**config.mk**
```make
export PLATFORM = sky130hd
export DESIGN_NAME = program_loader
export DESIGN_NICKNAME = d
export VERILOG_FILES = /design/src/rtl/program_loader.sv
export SDC_FILE = /design/constraint.sdc
export NUM_CORES = 1
export LEC_CHECK = 0
export ABC_AREA = 1
export CORE_MARGIN = 1.5
export CORE_UTILIZATION = 40
export DETAILED_ROUTE_END_ITERATION = 7
export GPL_TIMING_DRIVEN = 0
export SETUP_SLACK_MARGIN = 0.5
export SLEW_MARGIN = 0
export SYNTH_ARGS = -nofsm -noshare
export SYNTH_HDL_FRONTEND = slang
export SYNTH_SLANG_ARGS = --single-unit
```
**constraint.sdc**
```tcl
create_clock -name clk -period 2.1 [get_ports clk]
set_clock_uncertainty 0.1 [all_clocks]
set_input_delay 0.315 -clock clk [delete_from_list [all_inputs] [get_ports clk]]
set_output_delay 0.315 -clock clk [all_outputs]
set_load 0.01 [all_outputs]
```
**src/rtl/program_loader.sv**
```systemverilog
`default_nettype none
// ============================================================================
//  Module      : program_loader
//  Description : Boot-time instruction memory writer. Receives a byte stream
//                over valid/ready: a 4-byte big-endian length header followed
//                by the payload. Payload bytes are written to ascending byte
//                addresses from 0. The core is held in reset until a complete
//                image has been written.
//                Optional feature macro: PROGRAM_LOADER_CHECKSUM_EN
//                (adds one trailing XOR checksum byte after the payload).
//  Revision    : 1.0 - initial release
// ============================================================================
module program_loader #(
    parameter int ADDR_WIDTH = 64,
    parameter int MEM_BYTES  = 8191
) (
    input  logic                  clk,
    input  logic                  rst_n,
    input  logic                  start,
    input  logic                  in_valid,
    input  logic [7:0]            in_data,
    output logic                  in_ready,
    output logic                  mem_we,
    output logic [ADDR_WIDTH-1:0] mem_addr,
    output logic [7:0]            mem_wdata,
    output logic                  busy,
    output logic                  done,
    output logic                  error,
    output logic                  cpu_hold
);

    localparam logic [2:0] c_IDLE  = 3'd0;
    localparam logic [2:0] c_HDR   = 3'd1;
    localparam logic [2:0] c_DATA  = 3'd2;
`ifdef PROGRAM_LOADER_CHECKSUM_EN
    localparam logic [2:0] c_CHK   = 3'd3;
`endif
    localparam logic [2:0] c_FLUSH = 3'd4;
    localparam logic [2:0] c_DONE  = 3'd5;
    localparam logic [2:0] c_ERR   = 3'd6;

    // State entered once the payload (or an empty header) has been consumed.
`ifdef PROGRAM_LOADER_CHECKSUM_EN
    localparam logic [2:0] c_AFTER_PAYLOAD = c_CHK;
`else
    localparam logic [2:0] c_AFTER_PAYLOAD = c_FLUSH;
`endif

    localparam logic [31:0] c_MAX_LEN = 32'(MEM_BYTES);

    logic [2:0]            state_q,   state_d;
    logic [1:0]            hdr_cnt_q, hdr_cnt_d;
    logic [31:0]           len_q,     len_d;
    logic [31:0]           cnt_q,     cnt_d;
    logic                  we_q,      we_d;
    logic [ADDR_WIDTH-1:0] addr_q,    addr_d;
    logic [7:0]            wdata_q,   wdata_d;
`ifdef PROGRAM_LOADER_CHECKSUM_EN
    logic [7:0]            csum_q,    csum_d;
`endif

    logic                  w_accept;
    logic [31:0]           w_hdr_len;
    logic [ADDR_WIDTH-1:0] w_cnt_ext;

    assign w_accept  = in_valid & in_ready;
    // Length as it will look once the current header byte is shifted in.
    assign w_hdr_len = {len_q[23:0], in_data};
    // The header check bounds the counter, so plain zero-extension is enough.
    assign w_cnt_ext = ADDR_WIDTH'(cnt_q);

    // Status outputs decoded purely from the current state.
    always_comb begin
        in_ready = (state_q == c_HDR) || (state_q == c_DATA);
`ifdef PROGRAM_LOADER_CHECKSUM_EN
        in_ready = in_ready || (state_q == c_CHK);
`endif
        busy     = in_ready || (state_q == c_FLUSH);
        done     = (state_q == c_DONE);
        error    = (state_q == c_ERR);
        cpu_hold = (state_q != c_DONE);
    end

    assign mem_we    = we_q;
    assign mem_addr  = addr_q;
    assign mem_wdata = wdata_q;

    // Next-state logic: header parsing, payload write generation, checksum.
    always_comb begin
        state_d   = state_q;
        hdr_cnt_d = hdr_cnt_q;
        len_d     = len_q;
        cnt_d     = cnt_q;
        we_d      = 1'b0;
        addr_d    = addr_q;
        wdata_d   = wdata_q;
`ifdef PROGRAM_LOADER_CHECKSUM_EN
        csum_d    = csum_q;
`endif
        case (state_q)
            c_IDLE, c_DONE, c_ERR: begin
                if (start) begin
                    state_d   = c_HDR;
                    hdr_cnt_d = 2'd0;
                    len_d     = 32'd0;
                    cnt_d     = 32'd0;
`ifdef PROGRAM_LOADER_CHECKSUM_EN
                    csum_d    = 8'd0;
`endif
                end
            end
            c_HDR: begin
                if (w_accept) begin
                    len_d     = w_hdr_len;
                    hdr_cnt_d = hdr_cnt_q + 2'd1;
                    if (hdr_cnt_q == 2'd3) begin
                        if (w_hdr_len > c_MAX_LEN) begin
                            state_d = c_ERR;
                        end else if (w_hdr_len == 32'd0) begin
                            state_d = c_AFTER_PAYLOAD;
                        end else begin
                            state_d = c_DATA;
                            cnt_d   = 32'd0;
                        end
                    end
                end
            end
            c_DATA: begin
                if (w_accept) begin
                    we_d    = 1'b1;
                    addr_d  = w_cnt_ext;
                    wdata_d = in_data;
                    cnt_d   = cnt_q + 32'd1;
`ifdef PROGRAM_LOADER_CHECKSUM_EN
                    csum_d  = csum_q ^ in_data;
`endif
                    if (cnt_q == len_q - 32'd1) begin
                        state_d = c_AFTER_PAYLOAD;
                    end
                end
            end
`ifdef PROGRAM_LOADER_CHECKSUM_EN
            c_CHK: begin
                if (w_accept) begin
                    state_d = (in_data == csum_q) ? c_FLUSH : c_ERR;
                end
            end
`endif
            c_FLUSH: begin
                // Lets the final write land before the core is released.
                state_d = c_DONE;
            end
            default: begin
                state_d = c_IDLE;
            end
        endcase
    end

    // State and datapath registers; reset drops any pending write.
    always_ff @(posedge clk) begin
        if (!rst_n) begin
            state_q   <= c_IDLE;
            hdr_cnt_q <= 2'd0;
            len_q     <= 32'd0;
            cnt_q     <= 32'd0;
            we_q      <= 1'b0;
            addr_q    <= '0;
            wdata_q   <= 8'd0;
`ifdef PROGRAM_LOADER_CHECKSUM_EN
            csum_q    <= 8'd0;
`endif
        end else begin
            state_q   <= state_d;
            hdr_cnt_q <= hdr_cnt_d;
            len_q     <= len_d;
            cnt_q     <= cnt_d;
            we_q      <= we_d;
            addr_q    <= addr_d;
            wdata_q   <= wdata_d;
`ifdef PROGRAM_LOADER_CHECKSUM_EN
            csum_q    <= csum_d;
`endif
        end
    end

endmodule
`default_nettype wire

```
==> metrics.md, run 1 <==
| Metric | Value |
|---|---|
| Achievable Freq | 426 MHz |
| Failing checks | negative setup slack |
| Clock Tree Buf Depth | 2 |
| TritonCTS buffer count | 9 |
| Met2 GRT Util | 41.7% |
| Yosys cell types | 41 |
| Kind of critical path | flip-flop to flip-flop |
| WL/cell | 18.2 um |
| Top Ports | 90 |
| Via Count | 7400 |
| Via-per-instance ratio | 5.33 |
| Setup Viol. Count Final | 34 |
| Seq/Total Area, Yosys | 33.8% |
| Post-route ant nets | 0 |
| Unrepaired setup endpoints after global routing | yes |
| Fin. max-slew vios | 0 |
| Max cap viols | 0 |
| Leak | around 4.5 nW |
| Hold slack | 0.398 ns |
| First-pass GRT wire length | ~35000 um |
| PwrDens | 1420 nW/um2 |
| Hold EP | len_q[31]$_SDFFE_PN0P_ |
| Largest net degree at the start of global routing | 18 |
| Synth Area in Compound Gates | 14.8% |
| CP arrival | around 2.5 ns |
| Global route overflow | 0 |
| Tcrit/Tclk final | 112% |
| Worst IR Drop VDD | 0.666 mV |
| Hold Path Depth | 2 |
| Worst reg2reg path depth | 18 |
| Multiplexer area fraction after synthesis | 0% |
| Synth area leader | dfxtp_1 |
| R2R setup slack | -0.25 ns |
| DR iter-0 viols | between 600 and 700 |
| Total power | 15.0 mW |
| Worst reg2reg endpoint | state_q[1]$_SDFFE_PN0P_ |
| Syn Area/Cell | 6.70 um2 |
| Port Buf Inserts | 56 |
| Status | finished with violations |
| Crit-path cells | inv_4, ha_4, nand2_8, nor2_4, buf_6, nand3_2, nand2_2, nand2_1, nand2_1, nand2_1, nor2_1, nand2_1, nor2_2, nand3_2, nand2_2, nand2_4, nor2_2, nor2_1 |
| Area Growth Syn to Fin | 61.5% |
| Area share of xor/xnor cells in the synthesized design | 6.44% |
| Critical path fanouts, max | 4 |
| Hold Fails Final Rpt | 0 |
| Initial antenna violation count | 0 |
| Die width | 131 um |
| Pre-antenna DRT Iters | 7 |
| Most frequent cells after synthesis | 183 x nand2_1, 153 x nor2_1, 110 x dfxtp_1 |
| Clk slew on worst S/H paths | 0.08 ns |
| Crit-path max cell delay | 0.36 ns |
| Most frequent CP cell | nand2_1 |
| CP Launch Type | flip-flop |
| Fin crit period | 2.35 ns |
| Slew headroom | 42.7% |
| Crit path max-delay family | simple AND/OR/NAND/NOR gates |
| Yosys reg bits | 110 |
| Floorplan Core Area | 15900 um2 |
| Clk sinks | 110 |
| Worst path required time | 2.26 ns |
| Largest family of logic cells by synthesized area | simple AND/OR/NAND/NOR gates |
| H-tree levels | 3 |
| Area share of the largest cell type after synthesis | 33.8% |
| Post-synthesis simple-gate area fraction | 32.2% |
| Total wire length | 25300 um |
| Count leader, synth | nand2_1 |
| Yosys warnings | 0 |
| Grt met3 use | 3.87% |
| Top Usage Layer GRT | met2 |
| Ys async rst share | 0% |
| Reg-to-Reg Start | len_q[1]$_SDFFE_PN0P_ |
| Cell Area, Synth | around 6500 um2 |
| GRT met1 Usage | 38.7% |
| Vias in the first global route | about 6400 |
| Place WS | -0.455 ns |
| Site row count | 46 |
| Number of flops mapped to enable cells by yosys | 0 |
| Post-layout nets | 1184 |
| # DRC | 0 |
| Gr usage total | ~27% |
| CTS tree | built |
| Initial Utilization | 41.1% |
| Post-Syn Instances | 973 |
| CP bufs+invs | 2 |
| Worst-margin pin slew | 0.860 ns |
| Hold Buf Count CTS | 0 |
| Critical Path Slowest Stage Cell | dfxtp_4 |
| Hold Crit Class | flip-flop to flip-flop |
| Final Wtd Congestion | 0.937 |
| Adder-cell share of the synthesized area | less than 1% |
| Synth Flop Type | dfxtp_1 |
| Root buffer cell | clkbuf_16 |
| DP HPWL | 15800 um |
| Sum Neg Setup Slack | -3.86 ns |
| HP Start | len_q[31]$_SDFFE_PN0P_ |
| Worst setup EP type | flip-flop |
| Chip height | 131 um |
| Worst-skew pair later-pin latency | approximately 0.36 ns |
| Die area | approximately 17000 um2 |
| Ranking of synthesized cells by area | dfxtp_1 34%, nand2_1 11%, nor2_1 8.8% |
| Layout cell share with drive strength beyond 1 | about 44% |
| Setup slack after layout | -0.248 ns |
| Antenna cells | 0 |
-- worst max-delay path by stage --
stage | from | end | slack, ns | cells past startpoint
finish | len_q[1]$_SDFFE_PN0P_ | state_q[1]$_SDFFE_PN0P_ | -0.25 | 18
detailed placement | in_data[0] | cnt_q[29]$_SDFFE_PN0P_ | -0.46 | 11
global placement | in_data[0] | cnt_q[29]$_SDFFE_PN0P_ | -0.43 | 11
floorplan | len_q[0]$_SDFFE_PN0P_ | state_q[0]$_SDFFE_PN0P_ | 0.22 | 17
global route | len_q[1]$_SDFFE_PN0P_ | state_q[1]$_SDFFE_PN0P_ | -0.34 | 19
CTS | len_q[1]$_SDFFE_PN0P_ | state_q[1]$_SDFFE_PN0P_ | -0.15 | 17
-- layout by cell type, fill, tap and decap left out, types with 16 or more instances in the layout --
| cell | instances |
|---|---|
| nand3_1 | 29 |
| nand3_2 | 16 |
| xor2_1 | 37 |
| a21oi_1 | 39 |
| o21ai_2 | 39 |
| buf_6 | 42 |
| nor2_4 | 37 |
| dfxtp_1 | 80 |
| nand2_1 | 139 |
| a21oi_2 | 41 |
| buf_4 | 73 |
| nor2_1 | 108 |
| inv_1 | 65 |
| a211oi_2 | 22 |
| nand4_1 | 20 |
| dfxtp_4 | 16 |
| nand2_2 | 30 |
| inv_2 | 17 |
| clkbuf_16 | 16 |
| nor2_2 | 22 |
| dlygate4sd2_1 | 41 |
| conb_1 | 32 |
| nand2_4 | 26 |
-- worst reg2reg max path, stage by stage (launching register included) --
cell     delay [ns]
dfxtp_4        0.36
inv_4          0.07
ha_4           0.17
nand2_8        0.08
nor2_4         0.23
buf_6          0.15
nand3_2        0.07
nand2_2        0.09
nand2_1        0.05
nand2_1        0.06
nand2_1        0.05
nor2_1         0.10
nand2_1        0.08
nor2_2         0.10
nand3_2        0.11
nand2_2        0.13
nand2_4        0.08
nor2_2         0.12
nor2_1         0.05
-- per-layer routing --
| layer | part of all wire [%] | wire length, um |
|---|---|---|
| met2 | 47 | 11800 |
| met5 | 0 | 0 |
| met1 | 44 | 11000 |
| met4 | 3.1 | 782 |
| met3 | 6.6 | 1680 |
-- power by group --
part	internal (mW)	total, mW	switching (mW)
clock network	0.852	1.68	0.826
logic	4.81	10.3	5.54
registers	2.47	2.95	0.475
total	8.14	15.0	6.84
-- through the flow --
step	cell area [um2]	utilization, %	std cells
2_1_floorplan	6750	-	1004
3_3_place_gp	7580	47.7	1276
3_5_place_dp	7580	47.7	1276
4_1_cts	8770	55.2	1344
5_1_grt	10500	66.3	1389
6_report	10500	66.3	1389
-- repair_timing --
| action | in CTS | in global routing |
|---|---|---|
| gates resized for setup | 206 | 398 |
| gates cloned | 8 | 10 |
| setup buffers | 44 | 35 |
| pin swaps | 42 | 92 |
| setup endpoints to repair | 156 | 113 |
-- sequential cells by signal, summed over array words and instances, names as in the netlist --
signal and cells:
cnt_q 32, hdr_cnt_q 2, len_q 32, mem_addr 32, mem_wdata 8, mem_we 1, state_q 3
-- logic make-up after synthesis --
group,count (synthesis)
other cells,1
simple gates,468
compound gates,176
fa+ha+maj,4
flops,110
buf+inv,166
xor+xnor,48
-- area by class of cell --
class                           instances  area (um2)
Multi-Input combinational cell        728        5010
Buffer                                 73         614
Clock buffer                           13         250
Fill cell                            1313        5350
Sequential cell                       110        2280
Inverter                               93         414
Timing Repair Buffer                  151        1650
Clock inverter                          3        26.3
Timing Repair inverter                  2        16.3
Tap cell                              216         270
(Power assumes the default switching activity.)
==> run 2: changes to the inputs <==
Settings changed: SKIP_LAST_GASP from default to 1.
==> metrics.md, run 2 (same netlist as run 1, synthesis figures left out) <==
| Metric | Value |
|---|---|
| Register area | 2280 um2 (about the same) |
| Unrepaired setup endpoints after global routing | yes |
| Kind of critical path | flip-flop to flip-flop |
| Worst path required time | 2.27 ns (about the same) |
| Post-layout nets | 1184 (unchanged) |
| WL/cell | 18.2 um (about the same) |
| Fillers | 1342 (+2.2%) |
| Site row count | 46 (unchanged) |
| Failing checks | negative setup slack |
| Root buffer cell | clkbuf_16 |
| Hold Crit Class | input pin to flip-flop |
| TritonCTS buffer count | 9 (unchanged) |
| Clk sinks | 110 (unchanged) |
| Die width | 131 um (unchanged) |
| Total wire length | 25300 um (about the same) |
| Critical path fanouts, max | 4 (unchanged) |
| Internal power | 8.01 mW (-1.5%) |
| Initial Utilization | 41.1% (unchanged) |
| Commonest non-fill, non-tap cell in the layout | nand2_1 |
| H-tree levels | 3 (unchanged) |
| Floorplan Core Area | 15900 um2 (unchanged) |
| Combinational fraction of design power | 68.5% (-0.6 points) |
| Area Growth Syn to Fin | 59.3% |
| Achievable Freq | 427 MHz (+0.24%) |
| Switching Share | 45.5% (-0.21 points) |
| R2R setup slack | -0.24 ns (about the same) |
| Worst IR Drop VDD | 0.739 mV (+11%) |
| Post-Layout Cell Count | 1389 (unchanged) |
| Chip height | 131 um (unchanged) |
| Max cap viols | 0 (unchanged) |
| Hold Fails Final Rpt | 0 (unchanged) |
| Pre-antenna DRT Iters | 5 (-2) |
| Layout cell share with drive strength beyond 1 | 41.3% (-2.4 points) |
| Largest net degree at the start of global routing | 18 (unchanged) |
| Top Ports | 90 (unchanged) |
| Tcrit/Tclk final | 112% (-0.27 points) |
| Vias in the first global route | 6414 (+0.11%) |
| Setup Viol. Count Final | 30 (-12%) |
| Critical Path Slowest Stage Cell | dfxtp_4 |
| PwrDens | 1410 nW/um2 (-0.49%) |
| Global route overflow | 0 (unchanged) |
| Initial antenna violation count | 0 (unchanged) |
| CP bufs+invs | 2 (unchanged) |
| Clock power share | 11.5% (+0.3 points) |
| Sequential fraction of design power | 20.0% (+0.3 points) |
| # DRC | 0 (unchanged) |
| Clock Tree Buf Depth | 2 (unchanged) |
| Gr usage total | 27.2% (about the same) |
| Antenna cells | 0 (unchanged) |
| Port Buf Inserts | 56 (unchanged) |
| First-pass GRT wire length | 35100 um (about the same) |
| Final instance area | 10400 um2 (-1.4%) |
| Hold slack | 0.388 ns (-0.0104 ns) |
| CTS tree | built |
| Inst Count DP | 1276 (unchanged) |
| Worst-margin pin slew | 0.805 ns (-0.0547 ns) |
| Worst-skew pair later-pin latency | 0.37 ns (about the same) |
| Area after DPL | 7580 um2 (unchanged) |
| Leak | 4.43 nW (-1.0%) |
| Most frequent CP cell | nand2_1 |
| Via-per-instance ratio | 5.36 (+0.54%) |
| Post-route ant nets | 0 (unchanged) |
| CP Launch Type | flip-flop |
| Slew headroom | 46.3% (+3.6 points) |
| DR iter-0 viols | 662 (+6.1%) |
| DP HPWL | 15800 um (unchanged) |
| Clk slew on worst S/H paths | 0.08 ns (about the same) |
| Area of the multi-input gates | 4860 um2 (-3.2%) |
| Die area | 17100 um2 (unchanged) |
| CP arrival | 2.51 ns (about the same) |
| Fin crit period | 2.34 ns (-0.00569 ns) |
| Crit path max-delay family | simple AND/OR/NAND/NOR gates |
| Worst setup EP type | flip-flop |
| Status | finished with violations |
| Via Count | 7440 (+0.54%) |
| Final Wtd Congestion | 0.937 (unchanged) |
| Crit-path cells | inv_4, ha_4, nand2_8, nor2_4, buf_6, nand3_2, nand2_2, nand2_1, nand2_1, nand2_1, nor2_1, nand2_1, nor2_2, nand3_2, nand2_4, nand2_4, nor2_2, nor2_1 |
| Commonest cells after routing, fill and taps aside | 150 x nand2_1, 108 x nor2_1, 79 x dfxtp_1, 74 x buf_4, 65 x inv_1 |
| P_sw | 6.68 mW (-2.3%) |
| Crit-path max cell delay | 0.36 ns (about the same) |
| Fin. max-slew vios | 0 (unchanged) |
| Setup slack after layout | -0.243 ns (+0.00569 ns) |
| Sum Neg Setup Slack | -2.71 ns (+1.14 ns) |
## run 2: path summary, 6_finish.rpt
| kind | startpoint | endpoint | cells past startpoint |
|---|---|---|---|
| worst min register to register | hdr_cnt_q[1]$_SDFFE_PN0P_ | hdr_cnt_q[1]$_SDFFE_PN0P_ | 2 |
| worst max register to register | len_q[1]$_SDFFE_PN0P_ | state_q[1]$_SDFFE_PN0P_ | 18 |
| worst min-delay path | rst_n | mem_addr[9]$_SDFFE_PN0P_ | 3 |
| worst max-delay path | len_q[1]$_SDFFE_PN0P_ | state_q[1]$_SDFFE_PN0P_ | 18 |
## run 2: per-layer routing
layer	vias to the layer above	track usage (%)	wire, um
met4	0	10.2	829
met3	71	3.87	1780
met1	3474	38.6	11000
met2	366	41.9	11600
met5	-	0	0
li1	3529	-	-
## run 2: worst reg2reg max path, cell delays in order, from the launching register on
cell	delay [ns]
dfxtp_4	0.36
inv_4	0.07
ha_4	0.17
nand2_8	0.08
nor2_4	0.22
buf_6	0.15
nand3_2	0.08
nand2_2	0.09
nand2_1	0.05
nand2_1	0.06
nand2_1	0.05
nor2_1	0.10
nand2_1	0.09
nor2_2	0.10
nand3_2	0.12
nand2_4	0.11
nand2_4	0.07
nor2_2	0.13
nor2_1	0.05
## run 2: layout make-up
cell class	instances	area share, %
Multi-Input combinational cell	728	46.7
Timing Repair inverter	2	0.157
Tap cell	216	2.60
Sequential cell	110	22.0
Clock inverter	3	0.253
Buffer	73	5.88
Clock buffer	13	2.41
Timing Repair Buffer	151	16.1
Inverter	93	3.96
## run 2: power by group through the flow
stage                     Combinational [mW]  Clock [mW]  Sequential, mW
after floorplan                         3.77           0            2.78
final                                   10.1        1.69            2.94
after detailed placement                5.18           0            2.83
after CTS                               7.29        1.71            2.83
after global placement                  5.17           0            2.83
after global routing                    10.7        1.78            2.97
## run 2: what timing repair did
item,CTS,global route
buffers inserted,44,35
hold buffers,0,0
cloned,8,10
setup endpoints to repair,156,113
resized for setup,201,356
pin swaps,42,90
## run 2: per-stage QoR
step | setup WS (ns) | util [%] | power [mW]
global placement | -0.431 | 47.7 | 8.00
floorplan | 0.221 | - | 6.54
global route | -0.345 | 65.4 | 15.4
CTS | -0.146 | 55.2 | 11.8
detailed placement | -0.455 | 47.7 | 8.01
finish | -0.243 | 65.4 | 14.7
